### src/rtl/universal_shift_burst.sv
// WIDTH-bit universal shift register with hold/shift/rotate/asr/load/clear modes
// and a burst engine that applies a latched shift mode N times after a start pulse.
module universal_shift_burst #(
  parameter  int WIDTH = 8,
  localparam int CW    = $clog2(WIDTH + 1)
) (
  input  logic             clk,
  input  logic             rst,
  input  logic [2:0]       sel,
  input  logic [WIDTH-1:0] in,
  input  logic             si,
  input  logic             start,
  input  logic [CW-1:0]    cnt,
  output logic [WIDTH-1:0] out,
  output logic             so,
  output logic             busy,
  output logic             done
);

  typedef enum logic {S_IDLE = 1'b0, S_BURST = 1'b1} state_t;

  state_t           state_q, state_d;
  logic [WIDTH-1:0] out_q, out_d;
  logic [CW-1:0]    rem_q, rem_d;
  logic [2:0]       mode_q, mode_d;
  logic             done_q, done_d;
  logic [2:0]       act_mode;

  function automatic logic [WIDTH-1:0] apply_mode(input logic [2:0]       m,
                                                  input logic [WIDTH-1:0] cur,
                                                  input logic [WIDTH-1:0] ld,
                                                  input logic             s);
    logic [WIDTH-1:0] r;
    case (m)
      3'b001:  r = {cur[WIDTH-2:0], s};
      3'b010:  r = {s, cur[WIDTH-1:1]};
      3'b011:  r = ld;
      3'b100:  r = {cur[WIDTH-2:0], cur[WIDTH-1]};
      3'b101:  r = {cur[0], cur[WIDTH-1:1]};
      3'b110:  r = {cur[WIDTH-1], cur[WIDTH-1:1]};
      3'b111:  r = '0;
      default: r = cur;
    endcase
    return r;
  endfunction

  function automatic logic is_shift_mode(input logic [2:0] m);
    return (m == 3'b001) || (m == 3'b010) || (m == 3'b100) ||
           (m == 3'b101) || (m == 3'b110);
  endfunction

  // While a burst runs, the latched mode owns the datapath and the serial output.
  assign act_mode = (state_q == S_BURST) ? mode_q : sel;
  assign so       = ((act_mode == 3'b001) || (act_mode == 3'b100)) ? out_q[WIDTH-1] : out_q[0];
  assign out      = out_q;
  assign busy     = (state_q == S_BURST);
  assign done     = done_q;

  always_comb begin
    state_d = state_q;
    out_d   = out_q;
    rem_d   = rem_q;
    mode_d  = mode_q;
    done_d  = 1'b0;
    if (state_q == S_BURST) begin
      out_d = apply_mode(mode_q, out_q, in, si);
      rem_d = rem_q - CW'(1);
      if (rem_q == CW'(1)) begin
        state_d = S_IDLE;
        done_d  = 1'b1;
      end
    end else if (start && (cnt != '0) && is_shift_mode(sel)) begin
      // Start edge only arms the engine; the register is left untouched.
      mode_d  = sel;
      rem_d   = cnt;
      state_d = S_BURST;
    end else begin
      out_d = apply_mode(sel, out_q, in, si);
    end
  end

  always_ff @(posedge clk or posedge rst) begin
    if (rst) begin
      state_q <= S_IDLE;
      out_q   <= '0;
      rem_q   <= '0;
      mode_q  <= 3'b000;
      done_q  <= 1'b0;
    end else begin
      state_q <= state_d;
      out_q   <= out_d;
      rem_q   <= rem_d;
      mode_q  <= mode_d;
      done_q  <= done_d;
    end
  end

endmodule

### config.mk
export PLATFORM = sky130hd
export DESIGN_NAME = universal_shift_burst
export DESIGN_NICKNAME = d
export VERILOG_FILES = /design/src/rtl/universal_shift_burst.sv
export SDC_FILE = /design/constraint.sdc
export NUM_CORES = 1
export LEC_CHECK = 0
export CAP_MARGIN = 20
export CORE_MARGIN = 2
export CORE_UTILIZATION = 50
export CTS_CLUSTER_SIZE = 10
export DETAILED_ROUTE_END_ITERATION = 8
export DONT_BUFFER_PORTS = 1
export PLACE_DENSITY_LB_ADDON = 0.15
export SYNTH_ARGS = -nofsm -noshare
export SYNTH_HDL_FRONTEND = slang
export SYNTH_SLANG_ARGS = --single-unit
### constraint.sdc
create_clock -name clk -period 4.4 [get_ports clk]
set_input_delay 0.66 -clock clk [delete_from_list [all_inputs] [get_ports clk]]
set_output_delay 0.66 -clock clk [all_outputs]
set_load 0.05 [all_outputs]
==> Implementation_results.wiki <==
{| class="wikitable"
! Metric !! Value
|-
| Status || completed
|-
| Most used standard cells in the synthesized netlist || sky130_fd_sc_hd__dfrtp_1 (17), sky130_fd_sc_hd__nand2_1 (17), sky130_fd_sc_hd__nor2_1 (14)
|-
| Via count of the first global-routing pass || 1215
|-
| Growth of design area from synthesis to finish || 2.94%
|-
| Number of enable-type register cells in the synthesized netlist || 0
|-
| Top cell type by total area after synthesis || sky130_fd_sc_hd__dfrtp_1
|-
| Max Root-Sink Buffers || 2
|-
| Area fraction of the dominant cell type after synthesis || 32.2%
|-
| Top post-synthesis cells by area || sky130_fd_sc_hd__dfrtp_1 (32%), sky130_fd_sc_hd__mux2_2 (6.0%), sky130_fd_sc_hd__nand2_1 (4.8%)
|-
| Post-Synthesis Cell Area || 1320 µm²
|-
| Total global routing overflow || 0
|-
| Maxcap violations || 0
|-
| Die Wd || 55.4 µm
|-
| Residual antenna-violating net count after detailed routing || 0
|-
| Total via count in the routed design || 1222
|-
| Worst endpoint required time || 3740 ps
|-
| Effective utilization at floorplan || 52.9%
|-
| Final hold violation count || 0
|-
| Synth warn || 0
|-
| Leakage component of the power || 0.562 nW
|-
| Count of mapped cells out of synthesis || 159
|-
| Hold WC Path Type || primary input to async pin
|-
| Flops & latches, synth || 17
|-
| Net total in the final layout || 176
|-
| Classification of the worst setup path || flip-flop to output pin
|-
| Post-detail-place hpwl || 2360 µm
|-
| 1st-pass router iterations || 4
|-
| Syn Nets || 180
|-
| Total die area || 3070 µm²
|-
| Peak supply drop || 0.000423 V
|-
| Fraction of layout instances using a drive strength above 1 || 10.4%
|-
| Total Routed Length || 3250 µm
|-
| CTS sink count || 17
|-
| Setup slack after layout || 1470 ps
|-
| Cells on worst reg2reg path || 5
|-
| Root buf cell || sky130_fd_sc_hd__clkbuf_4
|-
| # port buffers || 0
|-
| First-pass GRT wire length || 5580 µm
|-
| Maximum operating frequency || 341 MHz
|-
| Routed length per instance || 17.7 µm
|-
| Cts-stage hold buffer count || 0
|-
| Die height || 55.4 µm
|-
| Count of unique library cells instantiated by Yosys || 37
|-
| CP startpoint kind || flip-flop
|-
| Final TNS setup || 0 ps
|-
| Number of inserted diodes || 0
|-
| Detail-routed via count per cell || 6.64
|-
| Worst-path fanout max || 14
|-
| Final core utilization || 54.4%
|-
| Worst Setup End Kind || output pin
|-
| Signal arrival time at the worst endpoint || 2270 ps
|-
| Worst slack, placed || 1800 ps
|-
| Final worst-path cycle share || 66.6%
|-
| Area of the core region || 2500 µm²
|-
| Residual DRC count || 0
|-
| Worst-Margin Slew || 963 ps
|-
| Per-instance average area after synthesis || 8.31 µm²
|-
| Min cycle time layout || 2930 ps
|-
| Capturing point of the worst reg2reg path || out[7]$_DFFE_PP0P_
|-
| CTS resizes || 0
|-
| Number of levels in the clock H-tree || 1
|-
| Num CTS Buffers || 3
|-
| Register-to-register path setup slack || 2390 ps
|-
| Max transition margin || 35.4%
|-
| Synth async-reset ratio || 100%
|-
| Sequential cell area fraction in the yosys report || 32.2%
|-
| Initial antenna violation count || 0
|-
| RSZ-0062 raised after global routing || false
|-
| Final-report setup violation count || 0
|-
| Iteration-0 DRC count of the detailed router || 82
|-
| Clock Skew || 4.57 ps
|-
| Maximum number of pins on one net before global-route repair || 22
|-
| Count of standard-cell rows || 18
|-
| CTS tree || yes
|-
| Primary flip-flop cell chosen by synthesis mapping || sky130_fd_sc_hd__dfrtp_1
|-
| Clock-pin transition on the worst setup and hold timing paths || 110 ps
|-
| Critical register-to-register path startpoint || busy$_DFF_PP0_
|-
| Worst-skew pair later-pin latency || 310 ps
|-
| Power per cell area || 810 nW/µm²
|-
| Number of setup buffers added after CTS || 0
|-
| Final number of max-transition violations || 0
|-
| GPL Wtd Cong || 0.874
|-
| GRT Total Usage || 22.4%
|-
| Io pins || 30
|}
[per-stage QoR]
stage	power (W)	std cells	hold WS, ps	instance area [µm²]
final	0.00110	184	326	1360
after global routing	0.00119	184	380	1360
after CTS	0.00110	184	333	1360
after detailed placement	0.00101	180	486	1330
after global placement	0.000996	180	488	1330
after floorplan	0.000895	159	447	1320
[sequential cells by signal, summed over array words and instances, names as in the netlist]
signal	count
busy	1
out	8
done	1
mode_q	3
rem_q	4
[report_power, final]
part           switching, W  leakage (nW)  internal (W)
Sequential         0.000252         0.210      0.000225
Clock             0.0000574        0.0177     0.0000340
Combinational      0.000290         0.334      0.000243
Total              0.000599         0.562      0.000502
[logic make-up (layout without fill, tap and decap cells)]
family | count (synthesis) | count (layout) | synth area share, %
multiplexers | 11 | 11 | 9.00
flip-flops | 17 | 17 | 32.2
buffers and inverters | 19 | 14 | 5.78
XOR/XNOR | 5 | 5 | 3.31
AO/OA/AOI/OAI | 53 | 53 | 29.0
AND/OR/NAND/NOR | 52 | 52 | 18.8
adder cells (fa/ha/maj) | 2 | 2 | 1.89
[critical path, stage by stage, from the launching register on]
cell and delay [ps]:
sky130_fd_sc_hd__dfrtp_1 590, sky130_fd_sc_hd__inv_1 420, sky130_fd_sc_hd__nor3_1 150, sky130_fd_sc_hd__o31ai_2 790
[layer usage]
layer	vias to the layer above	routed length (µm)	GRT usage, %
li1	582	-	-
met1	590	1450	28.7
met2	46	1540	35.5
met3	4	230	4.22
met4	0	38	11.8
met5	-	0	0
[worst max-delay path by stage]
stage	startpoint	to	slack, ps	cells after the start
detailed placement	busy$_DFF_PP0_	so	1800	3
finish	busy$_DFF_PP0_	so	1470	3
global placement	busy$_DFF_PP0_	so	1820	3
CTS	busy$_DFF_PP0_	so	1450	3
global route	busy$_DFF_PP0_	so	1380	3
floorplan	busy$_DFF_PP0_	so	1150	4
[area by class of cell]
type,count,area [µm²]
clock inverters,1,5.00
well taps,30,37.5
fillers,231,1140
repair buffers,2,15.0
multi-input cells,123,825
clock buffers,3,22.5
flip-flops and latches,17,425
inverters,8,30.0
[layout by cell type (no fill, tap or decap), types with 6 or more instances in the layout]
cell,netlist,final
sky130_fd_sc_hd__o21ai_0,8,8
sky130_fd_sc_hd__mux2_2,7,7
sky130_fd_sc_hd__nand2b_1,6,6
sky130_fd_sc_hd__nand2_1,17,17
sky130_fd_sc_hd__inv_1,8,8
sky130_fd_sc_hd__a21oi_1,10,10
sky130_fd_sc_hd__o31ai_1,8,7
sky130_fd_sc_hd__nor3_1,7,7
sky130_fd_sc_hd__nor2_1,14,14
sky130_fd_sc_hd__dfrtp_1,17,17
No activity file was read; power rests on OpenSTA's default activity.
